File: config.mk
export PLATFORM = sky130hd
export DESIGN_NAME = adder_accum
export DESIGN_NICKNAME = d
export VERILOG_FILES = /design/src/rtl/adder_accum.sv
export SDC_FILE = /design/constraint.sdc
export NUM_CORES = 1
export LEC_CHECK = 0
export CAP_MARGIN = 20
export CORE_UTILIZATION = 55
export DETAILED_ROUTE_END_ITERATION = 8
export PLACE_DENSITY_LB_ADDON = 0.08
export SYNTH_ARGS = -nofsm -noshare
export SYNTH_HDL_FRONTEND = slang
export SYNTH_SLANG_ARGS = --single-unit
File: constraint.sdc
create_clock -name clk -period 4.9 [get_ports clk]
set_input_delay 1.225 -clock clk [delete_from_list [all_inputs] [get_ports clk]]
set_output_delay 1.225 -clock clk [all_outputs]
set_load 0.05 [all_outputs]
File: src/rtl/adder_accum.sv
// Sums num consecutive valid samples into one frame total held in a one-entry valid/ready slot.
// The slot loads on the edge of the last sample, the input never stalls, and a total that finds the slot held is dropped and flagged.
module adder_accum #(
  parameter  int bits  = 8,
  parameter  int num   = 4,
  localparam int obits = bits + $clog2(num)
) (
  input  logic             clk,
  input  logic             rst,
  input  logic             valid,
  input  logic [bits-1:0]  i,
  input  logic             clear,
  output logic [obits-1:0] o,
  output logic             valid_out,
  input  logic             ready,
  output logic             overflow
);

  localparam int CW = (num > 1) ? $clog2(num) : 1;

  typedef enum logic {EMPTY, FULL} slot_e;

  slot_e            slot_q, slot_d;
  logic [CW-1:0]    cnt_q, cnt_d;
  logic [obits-1:0] acc_q, acc_d;
  logic [obits-1:0] o_q, o_d;
  logic             overflow_q, overflow_d;
  logic [obits-1:0] sum;
  logic             last;

  assign sum  = acc_q + obits'(i);
  assign last = (cnt_q == CW'(num - 1));

  always_comb begin
    cnt_d      = cnt_q;
    acc_d      = acc_q;
    o_d        = o_q;
    slot_d     = slot_q;
    overflow_d = 1'b0;

    // The handshake is independent of clear; a completion below may override it.
    if (slot_q == FULL && ready) slot_d = EMPTY;

    if (clear) begin
      cnt_d = '0;
      acc_d = '0;
    end else if (valid) begin
      if (last) begin
        cnt_d = '0;
        acc_d = '0;
        if (slot_q == EMPTY || ready) begin
          o_d    = sum;
          slot_d = FULL;
        end else begin
          overflow_d = 1'b1;
        end
      end else begin
        acc_d = sum;
        cnt_d = cnt_q + CW'(1);
      end
    end
  end

  always_ff @(posedge clk or posedge rst) begin
    if (rst) begin
      cnt_q      <= '0;
      acc_q      <= '0;
      o_q        <= '0;
      slot_q     <= EMPTY;
      overflow_q <= 1'b0;
    end else begin
      cnt_q      <= cnt_d;
      acc_q      <= acc_d;
      o_q        <= o_d;
      slot_q     <= slot_d;
      overflow_q <= overflow_d;
    end
  end

  assign o         = o_q;
  assign valid_out = (slot_q == FULL);
  assign overflow  = overflow_q;

endmodule
==> results of run 1 <==
-- cell usage in the layout, fill, tap and decap left out, types with 2 or more instances in the layout --
cell type,n
a21o_1,4
a21oi_1,3
a31oi_1,5
clkbuf_4,3
clkdlybuf4s50_1,24
dfrtp_1,24
ha_1,9
inv_1,6
mux2_2,5
mux2i_1,2
nand2_1,8
nand2b_1,8
nand3_1,4
nand3b_1,2
nor2_1,10
nor2b_1,2
o21ai_0,3
o21ai_1,4
or3_1,3
xor2_1,7
-- kinds of logic (layout without fill, tap and decap cells) --
group | after synthesis | count (layout)
adders and majority gates | 10 | 10
buffers and inverters | 11 | 34
DFF | 24 | 24
muxes | 7 | 7
AOI/OAI and AO/OA | 29 | 29
and+or+nand+nor | 43 | 43
xor gates and xnor gates | 8 | 8
-- how the worst max path moves through the flow --
| stage | from | endpoint | slack [ns] | cells past startpoint |
|---|---|---|---|---|
| 2_1_floorplan | i[0] | acc_q[6] | 1.96 | 8 |
| 3_3_place_gp | i[0] | acc_q[6] | 1.43 | 9 |
| 3_5_place_dp | i[0] | acc_q[6] | 1.39 | 9 |
| 4_1_cts | i[0] | acc_q[6] | 1.71 | 9 |
| 5_1_grt | i[0] | acc_q[6] | 1.58 | 9 |
| 6_report | i[0] | acc_q[6] | 1.68 | 9 |
-- through the flow --
stage | setup WS (ns) | hold slack (ns) | utilization (%) | power [uW] | cell area, um^2
finish | 1.68 | 0.515 | 73.0 | 573 | 1660
global route | 1.58 | 0.529 | 73.0 | 604 | 1660
CTS | 1.71 | 0.518 | 73.0 | 575 | 1660
detailed placement | 1.39 | 0.487 | 71.4 | 466 | 1620
global placement | 1.43 | 0.462 | 71.4 | 458 | 1620
floorplan | 1.96 | 0.470 | - | 400 | 1370
-- power by group through the flow --
| stage | logic, uW | clock network, uW | registers (uW) |
|---|---|---|---|
| after CTS | 224 | 111 | 241 |
| after global routing | 242 | 118 | 244 |
| after floorplan | 103 | 0 | 297 |
| after global placement | 215 | 0 | 242 |
| final | 224 | 108 | 241 |
| after detailed placement | 221 | 0 | 245 |
-- flip-flops by register name (all words and copies together) (netlist names) --
name       flops
acc_q         10
o             10
cnt_q          2
overflow       1
valid_out      1
-- layer usage --
metal,vias up,global-route usage [%],part of all wire (%)
li1,516,-,-
met1,522,31.8,44
met2,27,44.9,51
met3,8,3.80,3.8
met4,0,8.56,1.4
met5,-,0,0
-- critical path: stages --
cell and delay [ns]:
clkdlybuf4s50_1 0.46, ha_1 0.20, inv_1 0.07, fa_1 0.39
nand2b_1 0.19, a21oi_4 0.18, a31oi_1 0.16, and4bb_1 0.22
or3_1 0.34
-- final cells by class --
| class | instances | area (um^2) |
|---|---|---|
| clock buffer | 4 | 36.3 |
| tap | 28 | 35.0 |
| fill | 177 | 616 |
| inverter | 6 | 22.5 |
| multi-input combinational | 97 | 726 |
| sequential | 24 | 601 |
| timing repair buffer | 24 | 240 |
==> impl_metrics.yaml, run 1 <==
pwr:
  clock_power_share_pct: 18.9
  internal-power_uw: 358
  power_frac_seq_pct: 42.1
  netSwitchingFraction_pct: 37.5
  power.density_nw_per_um2: 345
  leakagePower_uw: 0.000763
  power_frac_comb_pct: 39.1
  switchingPower_uw: 215
  ir_worst_vdd_mv: 0.275
route:
  vias_per_cell: 5.86
  detail-route-antenna-nets: 0
  drt_iter0_markers: 29
  drc: 0
  wire_per_inst_um: 16.0
  vias: 1073
  first_pass_iters: 4
  drt_wl_total_um: 2930
layout:
  final_layout_size_suffix_gt1_share_pct: 9.03
  final_cell_count_no_fill: 183
  diodes: 0
  nets: 179
  areaGrowthSynthToFinish_pct: 20.9
timing:
  slew_headroom_pct: 41.1
  slew_viol_final: 0
  finalClockSkew_ns: 0.000630
  setup-tns-final_ns: 0
  fin_crit_ns: 3.22
  worstMarginPinSlew_ns: 0.882
  max_freq_mhz: 311
  setup_violations: 0
  rsz0062_at_grt: "no"
  finalHoldViolCount: 0
  period_share_pct: 65.7
worst_setup_path:
  end_kind: "register"
  cp-start-kind: "input pin"
  worst_ep_arrival_time_ns: 3.43
  r2r-end: "acc_q[6]"
  worst_ep_required_time_ns: 5.11
  r2r-start: "acc_q[0]"
  r2r_setup_slack_ns: 2.67
  worstSetupPathType: "input pin to register"
  cp_max_fo: 3
  rr_worst_depth: 8
floorplanning:
  initial_core_util_pct: 60.4
  row_count: 17
  fp.coreArea_um2: 2280
  floorplan.die.width_um: 52.0
  dieHeight_um: 52.0
  pin_count: 25
  dieArea_um2: 2700
placed_design:
  placed_cells: 179
  place.gp.congestion: 0.905
  dp_hpwl_um: 2100
  port_buffers: 24
yosys:
  synth_compound_area_share_pct: 15.7
  yosysMostFrequentCell: "dfrtp_1"
  syn_area_per_cell_um2: 10.4
  netlist_area_um2: 1370
  synthAdderAreaFrac_pct: 9.65
  synth-xor-area-share_pct: 5.10
  ys_seq_area_share_pct: 43.7
  synthMuxAreaShare_pct: 5.56
  ys_async_sr_fraction_pct: 100
  synth_top_cell_by_area: "dfrtp_1"
  synthDistinctLibCells: 39
  synth_fp_nets: 155
  synth_commonest_cells: "dfrtp_1, nor2_1, ha_1"
  synth_top_family_by_area: "simple AND/OR/NAND/NOR gates"
  synth_top_area_share_pct: 43.7
  synth-warning-count: 0
  synth_edf_count: 0
  synthCells: 132
  synth_seq_cells: 24
  synthFlopType: "dfrtp_1"
  synth_area_leaders: "dfrtp_1, ha_1, xor2_1"
  synthSimpleGateAreaFrac_pct: 16.8
hold_path:
  holdCritStartpoint: "o[1]"
  whs_path_depth: 2
  holdPathEnd: "o[1]"
  hp-class: "register to register"
outcome:
  status: "completed"
grt:
  grt_overflow_total: 0
  grt_pass1_vias: 1116
  grt_max_degree: 25
  track_usage_pct: 25.6
  antenna_found_initial: 0
  grt_pass1_wl_um: 5070
clocking:
  cts_hold_buf: 0
  root_buffer: "clkbuf_4"
  tritoncts: "done"
  cts_resized: 0
  path_clk_slew_ns: 0.14
  cts_buffers: 3
  cts.sinks: 24
  clock_path_buffers: 2
  h-tree-depth: 1
  cts_setup_buffers: 0
  clkLatencyLatePin_ns: 0.32
job:
  maxCapViolCount: 0
Note: power is estimated with default switching activity, not from simulation.
==> run 2, diff against run 1 <==
--- a/config.mk
+++ b/config.mk
@@ -6,7 +6,7 @@
 export NUM_CORES = 1
 export LEC_CHECK = 0
 export CAP_MARGIN = 20
-export CORE_UTILIZATION = 55
+export CORE_UTILIZATION = 51
 export DETAILED_ROUTE_END_ITERATION = 8
 export PLACE_DENSITY_LB_ADDON = 0.08
 export SYNTH_ARGS = -nofsm -noshare
==> constraint.sdc (replaced) <==
create_clock -name clk -period 3.37 [get_ports clk]
set_input_delay 0.8425 -clock clk [delete_from_list [all_inputs] [get_ports clk]]
set_output_delay 0.8425 -clock clk [all_outputs]
set_load 0.05 [all_outputs]
==> run 2 against run 1 <==
Effect of this change:
- utilization is 6.7 points lower
- critical path type unchanged
- first-iteration DRC count is 55% lower
- flip-flop and latch count stayed put
- largest cell class unchanged
- critical endpoint unchanged
- worst setup slack worse by 1.1 ns
- register-to-register slack worse by 1.5 ns
- highest routed layer unchanged
- clock-buffer cell count is 1 lower
- clock skew is 0.0027 ns higher
==> impl_metrics.yaml, run 2 (synthesis gave the netlist of run 1 again) <==
route:
  drc: 0
  drt_iter0_markers: 13
  drt_wl_total_um: 2620
  vias_per_cell: 5.45
  detail-route-antenna-nets: 0
  wire_per_inst_um: 14.0
  first_pass_iters: 4
  vias: 1020
worst_setup_path:
  critical_path.max_stage_delay_ns: 0.46
  end_kind: "register"
  crit_chain: "clkdlybuf4s50_1 > ha_1 > inv_1 > fa_1 > nand2b_1 > a21oi_4 > a31oi_1 > and4bb_1 > or3_1"
  worst_ep_arrival_time_ns: 2.99
  cp_top_family: "simple AND/OR/NAND/NOR gates"
  cp_max_fo: 3
  crit_path_top_delay_cell: "clkdlybuf4s50_1"
  worstSetupPathType: "input pin to register"
  worst_ep_required_time_ns: 3.57
  cp-start-kind: "input pin"
  path_buf_inv: 2
clocking:
  cts_buffers: 3
  cts.sinks: 24
  cts_resized: 0
  clkLatencyLatePin_ns: 0.31
  h-tree-depth: 1
  clock_path_buffers: 2
  tritoncts: "done"
  cts_hold_buf: 0
  cts_setup_buffers: 0
  root_buffer: "clkbuf_4"
  path_clk_slew_ns: 0.13
grt:
  grt_pass1_wl_um: 4550
  track_usage_pct: 22.3
  grt_max_degree: 25
  grt_overflow_total: 0
  grt_pass1_vias: 1018
  antenna_found_initial: 0
placed_design:
  place.gp.congestion: 0.888
  dp_hpwl_um: 1980
  port_buffers: 24
timing:
  slew_headroom_pct: 39.4
  rsz0062_at_grt: "no"
  finalHoldViolCount: 0
  hold_ws_ns: 0.495
  worstMarginPinSlew_ns: 0.908
  setup_violations: 0
  fin_crit_ns: 2.78
  slew_viol_final: 0
  period_share_pct: 82.6
  max_freq_mhz: 359
  setup-tns-final_ns: 0
  finalClockSkew_ns: 0.00338
layout:
  nets: 182
  final_layout_size_suffix_gt1_share_pct: 10.2
  diodes: 0
  fillCellCount: 218
  areaGrowthSynthToFinish_pct: 21.7
  final_cell_mix: "dfrtp_1, clkdlybuf4s50_1, nor2_1, ha_1"
floorplanning:
  dieHeight_um: 53.9
  pin_count: 25
  row_count: 18
  floorplan.die.width_um: 53.9
  dieArea_um2: 2910
  initial_core_util_pct: 54.5
  fp.coreArea_um2: 2520
outcome:
  status: "completed"
pwr:
  leakagePower_uw: 0.000769
  power.density_nw_per_um2: 475
  ir_worst_vdd_mv: 0.295
hold_path:
  hp-class: "register to register"
job:
  maxCapViolCount: 0
## run 2: cell count changes in the layout (fill, tap and decap cells not counted), sizes merged
cell    delta
clkbuf     -1
buf        +3
## run 2: final cells by class
class / instances / area, um^2 / area share [%]
well taps: 30 / 37.5 / 2.25
flip-flops and latches: 24 / 601 / 35.9
inverters: 6 / 22.5 / 1.35
multi-input cells: 97 / 726 / 43.4
clock buffers: 3 / 22.5 / 1.35
repair buffers: 27 / 263 / 15.7
## run 2: final timing paths
check                         start  endpoint  slack, ns  cells after the start
max                            i[0]  acc_q[6]       0.59                      9
min                            o[9]      o[9]       0.49                      2
max reg2reg                acc_q[0]  acc_q[6]       1.20                      8
min reg2reg                    o[9]      o[9]       0.49                      2
max in group asynchronous       rst  acc_q[1]       1.80                      2
min in group asynchronous       rst  overflow       1.01                      2
## run 2: layer usage
layer	vias up	global-route usage [%]	share of wire, %
li1	519	-	-
met1	476	28.7	48
met2	21	36.0	48
met3	4	2.82	3.1
met4	0	11.8	1.3
met5	-	0	0
## run 2: worst register-to-register path, cell delays in order, from the launching register on
cell and delay, ns:
dfrtp_1 0.38, ha_1 0.20, inv_1 0.06, fa_1 0.38
nand2b_1 0.19, a21oi_4 0.17, a31oi_1 0.15, and4bb_1 0.21
or3_1 0.33
## run 2: where the power goes
part / total (uW) / switching (uW) / internal [uW]
combinational: 320 / 191 / 129
clock: 126 / 83.9 / 41.8
sequential: 349 / 22.7 / 326
## run 2: stage by stage
stage	total power, uW	instance area [um^2]	setup slack [ns]	std cells	util [%]
floorplan	581	1370	0.812	132	-
global placement	670	1650	0.279	184	65.4
detailed placement	676	1650	0.235	184	65.4
CTS	802	1670	0.580	187	66.3
global route	844	1670	0.470	187	66.3
finish	795	1670	0.585	187	66.3
